`src/rtl/pipe_pkg.sv`:
```
// Shared pipeline definitions: machine width, per-stage payload layouts and the
// helper that sizes the occupancy counter of stage_buf.
package pipe_pkg;

  localparam int XLEN = 32;

  typedef enum logic [3:0] {
    ALU_ADD, ALU_SUB, ALU_AND, ALU_OR, ALU_XOR,
    ALU_SLL, ALU_SRL, ALU_SRA, ALU_SLT, ALU_SLTU
  } aluOp_t;

  typedef struct packed {
    logic [XLEN-1:0] pc;
    logic [31:0]     instr;
  } ifIdPayload_t;

  typedef struct packed {
    logic [XLEN-1:0] pc;
    logic [XLEN-1:0] rs1Val;
    logic [XLEN-1:0] rs2Val;
    logic [XLEN-1:0] imm;
    logic [4:0]      rd;
    aluOp_t          aluOp;
  } idExPayload_t;

  typedef struct packed {
    logic [XLEN-1:0] result;
    logic [XLEN-1:0] storeData;
    logic [4:0]      rd;
    logic            memRead;
    logic            memWrite;
  } exMemPayload_t;

  typedef struct packed {
    logic [XLEN-1:0] result;
    logic [4:0]      rd;
    logic            regWrite;
  } memWbPayload_t;

  // Payload widths used when placing stage_buf between ifu/idu/exu/mmu/wbu.
  localparam int IF_ID_WIDTH  = $bits(ifIdPayload_t);
  localparam int ID_EX_WIDTH  = $bits(idExPayload_t);
  localparam int EX_MEM_WIDTH = $bits(exMemPayload_t);
  localparam int MEM_WB_WIDTH = $bits(memWbPayload_t);

  // Occupancy must represent 0..depth inclusive.
  function automatic int countWidth(input int depth);
    return $clog2(depth) + 1;
  endfunction

endpackage

```
`src/rtl/stage_buf_if.sv`:
```
// Valid/ready bundle between two pipeline stages, including flush and the
// buffer's occupancy report.
interface stage_buf_if
  import pipe_pkg::*;
#(
  parameter int DATA_WIDTH = XLEN,
  parameter int DEPTH      = 2
);

  logic                         flush;
  logic                         in_valid;
  logic                         in_ready;
  logic [DATA_WIDTH-1:0]        in_data;
  logic                         out_valid;
  logic                         out_ready;
  logic [DATA_WIDTH-1:0]        out_data;
  logic [countWidth(DEPTH)-1:0] count;

  modport master (
    output flush, in_valid, in_data, out_ready,
    input  in_ready, out_valid, out_data, count
  );

  modport slave (
    input  flush, in_valid, in_data, out_ready,
    output in_ready, out_valid, out_data, count
  );

endinterface

```
`src/rtl/stage_buf_mem.sv`:
```
// Entry storage for stage_buf: one synchronous write port, one asynchronous
// read port.
module stage_buf_mem #(
  parameter int DATA_WIDTH = 32,
  parameter int DEPTH      = 2
) (
  input  logic                     clk,
  input  logic                     wrEn,
  input  logic [$clog2(DEPTH)-1:0] wrAddr,
  input  logic [DATA_WIDTH-1:0]    wrData,
  input  logic [$clog2(DEPTH)-1:0] rdAddr,
  output logic [DATA_WIDTH-1:0]    rdData
);

  logic [DATA_WIDTH-1:0] mem [DEPTH];

  // NOTE: storage carries no reset; an entry is only ever read after the
  // pointers say it was written, so clearing it would just cost reset fan-out.
  // NOTE: sequential state is assigned with <= so every flop samples pre-edge values.
  always_ff @(posedge clk) begin
    if (wrEn) begin
      mem[wrAddr] <= wrData;
    end
  end

  assign rdData = mem[rdAddr];

endmodule

```
`src/rtl/stage_buf.sv`:
```
// Elastic pipeline-stage buffer: a small FIFO with optional zero-latency
// bypass when empty and a flush that empties it in one cycle.
module stage_buf
  import pipe_pkg::*;
#(
  parameter int DATA_WIDTH = XLEN,
  parameter int DEPTH      = 2,
  parameter bit BYPASS     = 1'b0
) (
  input logic       clk,
  input logic       rst,
  stage_buf_if.slave bus
);

  localparam int PW = $clog2(DEPTH);
  localparam int CW = countWidth(DEPTH);
  localparam logic [CW-1:0] FULL = CW'(DEPTH);

  logic [PW-1:0]         wrPtr;
  logic [PW-1:0]         rdPtr;
  logic [CW-1:0]         count;
  logic [DATA_WIDTH-1:0] rdData;
  logic                  isEmpty;
  logic                  push;
  logic                  pop;
  logic                  passThru;
  logic                  store;
  logic                  memPop;

  assign isEmpty = (count == '0);

  // in_ready depends on the occupancy register alone, so out_ready never
  // reaches it combinationally; a pop while full frees space next cycle.
  assign bus.in_ready  = (count != FULL);
  assign bus.out_valid = !bus.flush && (!isEmpty || (BYPASS && bus.in_valid));
  assign bus.out_data  = (BYPASS && isEmpty) ? bus.in_data : rdData;
  assign bus.count     = count;

  assign push = bus.in_valid && bus.in_ready && !bus.flush;
  assign pop  = bus.out_valid && bus.out_ready && !bus.flush;

  // A bypassed word consumed in the same cycle never touches storage.
  assign passThru = BYPASS && isEmpty && push && pop;
  assign store    = push && !passThru;
  assign memPop   = pop && !isEmpty;

  // Reset and flush both collapse to the empty state; reset simply wins first.
  always_ff @(posedge clk) begin
    if (rst || bus.flush) begin
      wrPtr <= '0;
      rdPtr <= '0;
      count <= '0;
    end else begin
      if (store) begin
        wrPtr <= wrPtr + PW'(1);
      end
      if (memPop) begin
        rdPtr <= rdPtr + PW'(1);
      end
      count <= count + CW'(store) - CW'(memPop);
    end
  end

  stage_buf_mem #(
    .DATA_WIDTH(DATA_WIDTH),
    .DEPTH     (DEPTH)
  ) u_mem (
    .clk   (clk),
    .wrEn  (store),
    .wrAddr(wrPtr),
    .wrData(bus.in_data),
    .rdAddr(rdPtr),
    .rdData(rdData)
  );

endmodule

```
`src/flat_wrapper.sv`:
```
// flat-port wrapper written by rule: the top's interface ports become plain ports
module stage_buf_flat import pipe_pkg::*;
#(
  parameter int DATA_WIDTH = XLEN,
  parameter int DEPTH      = 2,
  parameter bit BYPASS     = 1'b0
)
  (clk, rst, bus_flush, bus_in_valid, bus_in_data, bus_out_ready, bus_in_ready, bus_out_valid, bus_out_data, bus_count);
  stage_buf_if #(.DATA_WIDTH(DATA_WIDTH), .DEPTH(DEPTH)) bus_i ();
  input logic clk;
  input logic rst;
  input wire logic [$bits(bus_i.flush)-1:0] bus_flush;
  input wire logic [$bits(bus_i.in_valid)-1:0] bus_in_valid;
  input wire logic [$bits(bus_i.in_data)-1:0] bus_in_data;
  input wire logic [$bits(bus_i.out_ready)-1:0] bus_out_ready;
  output wire logic [$bits(bus_i.in_ready)-1:0] bus_in_ready;
  output wire logic [$bits(bus_i.out_valid)-1:0] bus_out_valid;
  output wire logic [$bits(bus_i.out_data)-1:0] bus_out_data;
  output wire logic [$bits(bus_i.count)-1:0] bus_count;
  assign bus_i.flush = bus_flush;
  assign bus_i.in_valid = bus_in_valid;
  assign bus_i.in_data = bus_in_data;
  assign bus_i.out_ready = bus_out_ready;
  assign bus_in_ready = bus_i.in_ready;
  assign bus_out_valid = bus_i.out_valid;
  assign bus_out_data = bus_i.out_data;
  assign bus_count = bus_i.count;
  stage_buf #(.DATA_WIDTH(DATA_WIDTH), .DEPTH(DEPTH), .BYPASS(BYPASS)) u_core (.clk(clk), .rst(rst), .bus(bus_i));
endmodule
```
`config.mk`:
```
export PLATFORM = sky130hd
export DESIGN_NAME = stage_buf_flat
export DESIGN_NICKNAME = d
export VERILOG_FILES = /design/src/rtl/pipe_pkg.sv /design/src/rtl/stage_buf_if.sv /design/src/rtl/stage_buf_mem.sv /design/src/rtl/stage_buf.sv /design/src/flat_wrapper.sv
export SDC_FILE = /design/constraint.sdc
export NUM_CORES = 1
export LEC_CHECK = 0
export CORE_MARGIN = 4
export CORE_UTILIZATION = 45
export CTS_CLUSTER_SIZE = 14
export DETAILED_ROUTE_END_ITERATION = 7
export PLACE_DENSITY_LB_ADDON = 0.15
export SLEW_MARGIN = 20
export SYNTH_ARGS = -nofsm -noshare
export SYNTH_HDL_FRONTEND = slang
export SYNTH_SLANG_ARGS = --single-unit
```
`constraint.sdc`:
```
create_clock -name clk -period 5.8 [get_ports clk]
set_clock_uncertainty 0.1 [all_clocks]
set_input_delay 1.74 -clock clk [delete_from_list [all_inputs] [get_ports clk]]
set_output_delay 1.74 -clock clk [all_outputs]
set_load 0.01 [all_outputs]
```
==> results of run 1 <==
## stage by stage
stage | setup slack [ns] | area, µm² | total power, mW
after floorplan | 0.9874 | 2589 | 0.6050
after global placement | 0.9554 | 3391 | 0.6578
after detailed placement | 0.9218 | 3391 | 0.6615
after CTS | 0.9168 | 3557 | 1.003
after global routing | 0.8544 | 3557 | 1.033
final | 0.9165 | 3557 | 0.9911
## logic make-up after synthesis
kind of cell | share of synthesized area (%)
flops | 78.11
mux | 14.31
simple gates | 2.949
buf+inv | 2.465
xor+xnor | 1.015
fa+ha+maj | 0.9665
compound gates | 0.1931
## worst max-delay path, delay by kind of cell
family | cells | cell delay, ns
simple gates | 1 | 0.19
buf+inv | 2 | 1.11
## state kept, by name (all words and copies together) (netlist names), named ones only
name / cells
u_core.rdPtr: 1
u_core.wrPtr: 1
u_core.bus.count: 2
u_core.u_mem.mem: 64
## layer usage
layer	routed length, µm	up-vias
met5	0	-
li1	-	660
met1	1776	658
met4	95	0
met3	255	9
met2	2413	49
## cell type report
| class | instances | area [µm²] |
|---|---|---|
| Clock buffer | 9 | 123.9 |
| Tap cell | 72 | 90.09 |
| Fill cell | 400 | 1983 |
| Sequential cell | 69 | 2022 |
| Multi-Input combinational cell | 54 | 513.0 |
| Inverter | 2 | 7.507 |
| Timing Repair Buffer | 77 | 758.2 |
| Clock inverter | 4 | 42.54 |
## placed cells by master (no fill, tap or decap), types with 2 or more instances in the layout
cell / count
nor2_1: 4
ha_1: 2
mux2_1: 4
dfxtp_1: 5
edfxtp_1: 64
nand2_1: 2
xnor2_1: 2
clkinv_1: 2
clkdlybuf4s50_1: 72
nor3_1: 2
and2_1: 3
inv_1: 2
clkbuf_8: 9
buf_4: 5
mux2_2: 28
## report_power, final
part / switching [mW] / internal, mW
Sequential: 0.00422 / 0.560
Combinational: 0.0315 / 0.0532
Clock: 0.154 / 0.188
## worst paths after layout
| check | cells after the start | from | end | slack, ns |
|---|---|---|---|---|
| setup / recovery | 3 | bus_flush | bus_out_valid | 0.92 |
| hold / removal | 2 | u_core.wrPtr | u_core.wrPtr | 0.41 |
| setup reg to reg | 9 | u_core.bus.count[1] | u_core.bus.count[1] | 3.97 |
| hold reg to reg | 2 | u_core.wrPtr | u_core.wrPtr | 0.41 |
==> run metrics, run 1 <==
Slowest Stage Delay on Critical Path 0.56 ns; Synth-to-Final Area Change 37.41%; total power divided by cell area 278.6 nW/µm²; unrepaired setup endpoints after global routing no; Iter 0 DRT Violations 78; row count 27; Crit. End Element output port; die footprint 7030 µm²; met1 usage 14.25%; fin crit share 84.20%; hold slack 0.4107 ns; core area 5540 µm²; Slew @ Worst Pin 0.5963 ns; Slew Viols, Final 0; slew margin rel. 60.19%; met2 GRT Util 24.44%; PostCTS Resize Cnt 0; largest net degree at the start of global routing 20; Worst VDD drop 0.1850 mV; gr busiest metal met2; H-tree Lvls 3; leakage power 1.207 nW; status finished, final reports clean; Post-synth top cells edfxtp_1, mux2_2, buf_6, dfxtp_1; Final Non-Filler Cells 287; Mapped Cells 130; I/O pins 73; final setup TNS 0 ns; CP max FO 8; Mapped Nets 169; crit-path most repeated cell clkdlybuf4s50_1; GRT overflow 0; Worst setup SP type primary input; Via density 4.794; Clk Latency, worst-skew pair 0.33 ns; CTS buffer count 9; Hold Crit Class flop to flop; nets@finish 252; slowest cell on the critical path clkdlybuf4s50_1; clk sinks 69; first-pass GRT wire length 7238 µm; DR vias 1376; post-synthesis sequential area ratio 78.11%; CTS Buffer Depth 2; clock transition at the registers of the reported paths 0.06 ns; GRT Total Usage 13.77%; Yosys reg bits 69; proportion of layout cells with a drive suffix above 1 21.40%; Hold Buf Count CTS 0; chip width 83.85 µm; number of global-route vias before repair 1525; Final ANT Viol Nets 0; # setup viols final 0; port bufs 72; die height 83.85 µm; wire length per cell 15.82 µm; Post-Syn Area per Cell 19.91 µm²; Period minus WS final 4.883 ns; Critical Path RT 3.96 ns; Critical Path AT 3.04 ns; Antenna diodes 0; top cell type's share of synthesized area 74.24%; crit path cell chain clkdlybuf4s50_1 -> nor2_1 -> clkdlybuf4s50_1; predominant post-synthesis flop cell edfxtp_1; top post-synthesis cells by area edfxtp_1, mux2_2, dfxtp_1, buf_6, mux2_1; dpl hpwl 3177 µm; number of max-cap violations 0; critical path type primary input to output port; Root Buffer clkbuf_8; Post-CTS Setup Inserts 0; Starting Density 46.73%; post-synth cell types 18; Mapped Area 2589 µm²; DP Cell Count 274; Max Freq 204.8 MHz; DRC Markers 0; Pre-Repair DR Iteration Count 4; Core Util, Final 64.21%; Yosys warnings 0; placer's final routability congestion estimate 0.7486; count leader, synth edfxtp_1; ys async rst share 0%; Post-synth EDFFs 64; cell taking the most area after synthesis edfxtp_1; met3 global-route usage 5.133%; Final Hold Vio Count 0; antenna violations before repair 0; TritonCTS clock tree built; WL final 4541 µm
Power figures use the tool's default switching activity.
==> inputs of run 2 (changes only) <==
==> constraint.sdc (replaced) <==
create_clock -name clk -period 4.81 [get_ports clk]
set_clock_uncertainty 0.1 [all_clocks]
set_input_delay 1.443 -clock clk [delete_from_list [all_inputs] [get_ports clk]]
set_output_delay 1.443 -clock clk [all_outputs]
set_load 0.01 [all_outputs]
==> run metrics, run 2 (synthesized netlist as in run 1, its figures left out) <==
status finished, final reports clean; Clk Latency, worst-skew pair 0.33 ns; Pre-Repair DR Iteration Count 4; CTS buffer count 9; Worst VDD drop 0.2275 mV; P_sw 0.2517 mW; TritonCTS clock tree built; Design Area, Final 3591 µm²; DRC Markers 0; Period minus WS final 4.290 ns; hold slack 0.4210 ns; fin crit share 89.18%; number of global-route vias before repair 1562; Worst setup SP type primary input; Final Non-Filler Cells 290; dpl ws 0.5308 ns; core area 5540 µm²; largest net degree at the start of global routing 20; CP max FO 8; clock transition at the registers of the reported paths 0.07 ns; Final Hold Vio Count 0; most flop-heavy register u_core.u_mem.mem; die footprint 7030 µm²; row count 27; Sequential Power Share 54.7%; total power divided by cell area 346.3 nW/µm²; # setup viols final 0; most frequent cells in the layout clkdlybuf4s50_1, edfxtp_1, mux2_2; Slew Viols, Final 0; leakage power 1.227 nW; Root Buffer clkbuf_8; Iter 0 DRT Violations 33; Critical Path RT 3.27 ns; sw frac 20.24%; critical path type primary input to output port; Starting Density 46.73%; I/O pins 73; max reg flops 64; most common cell after layout, fill and taps aside clkdlybuf4s50_1; proportion of layout cells with a drive suffix above 1 23.39%; reg2reg start u_core.bus.count[1]; antenna violations before repair 0; Reg2Reg Depth 9; Final ANT Viol Nets 0; Antenna diodes 0; clock power share 37.0%; launch point of the worst path bus_flush; Final Worst Setup Slack 0.5204 ns; die height 83.85 µm; Critical Path AT 2.75 ns; H-tree Lvls 3; Crit. End Element output port; Register-to-Register Setup Slack 2.99 ns; WL final 4722 µm; CP endpoint bus_out_valid; final setup TNS 0 ns; DR vias 1396; unrepaired setup endpoints after global routing no; port bufs 72; Max Freq 233.1 MHz; area of placed instances 3391 µm²; Via density 4.814; Slew @ Worst Pin 0.6240 ns; biggest regs u_core.u_mem.mem x64, u_core.bus.count x2; GRT overflow 0; PostCTS Resize Cnt 0; worst r2r dst u_core.bus.count[1]; wire length per cell 16.28 µm; placer's final routability congestion estimate 0.7496; GRT Total Usage 14.17%; clk sinks 69; Synth-to-Final Area Change 38.71%; Post-CTS Setup Inserts 0; combinational power share 8.2%; CTS Buffer Depth 2; dpl hpwl 3248 µm; Hold Crit Class flop to flop; total internal power 0.9919 mW; chip width 83.85 µm; nets@finish 252; Hold Buf Count CTS 0; DP Cell Count 274; slew margin rel. 58.34%; first-pass GRT wire length 7438 µm; number of max-cap violations 0
-- run 2: cell count changes in the layout (fill, tap and decap cells not counted), sizes merged --
cell,previous run,this run
clkinv,3,5
clkbuf,9,10
-- run 2: through the flow --
step	total power, mW	utilization [%]
2_1_floorplan	0.7295	-
3_3_place_gp	0.7932	61.20
3_5_place_dp	0.7980	61.20
4_1_cts	1.260	64.81
5_1_grt	1.293	64.81
6_report	1.244	64.81
-- run 2: final cells by class --
class / instances / area, µm²
Fill cell: 402 / 1949
Clock inverter: 6 / 62.56
Timing Repair Buffer: 77 / 758.2
Multi-Input combinational cell: 54 / 513.0
Tap cell: 72 / 90.09
Clock buffer: 10 / 137.6
Inverter: 2 / 7.507
Sequential cell: 69 / 2022
-- run 2: how the worst min path moves through the flow --
stage	from	end	slack, ns	cells past startpoint
2_1_floorplan	u_core.wrPtr	u_core.wrPtr	0.36	2
3_3_place_gp	u_core.wrPtr	u_core.wrPtr	0.38	2
3_5_place_dp	u_core.wrPtr	u_core.wrPtr	0.40	2
4_1_cts	u_core.wrPtr	u_core.wrPtr	0.43	2
5_1_grt	u_core.wrPtr	u_core.wrPtr	0.46	2
6_report	u_core.wrPtr	u_core.wrPtr	0.42	2
-- run 2: routing by layer --
metal / vias to the layer above / global-route usage (%) / routed length [µm]
met2: 49 / 25.74 / 2606
li1: 665 / - / -
met4: 0 / 5.702 / 19
met1: 680 / 13.98 / 1769
met5: - / 0 / 0
met3: 2 / 6.219 / 327
-- run 2: critical path: stages --
cell and delay (ns):
clkdlybuf4s50_1 0.55, nor2_1 0.19, clkdlybuf4s50_1 0.56
-- run 2: power by group through the flow --
stage               Combinational [mW]  Clock, mW  Sequential (mW)
floorplan                       0.0360          0            0.694
global placement                 0.100          0            0.693
detailed placement               0.104          0            0.694
CTS                              0.105      0.475            0.681
global route                     0.110      0.502            0.682
finish                           0.102      0.461            0.681
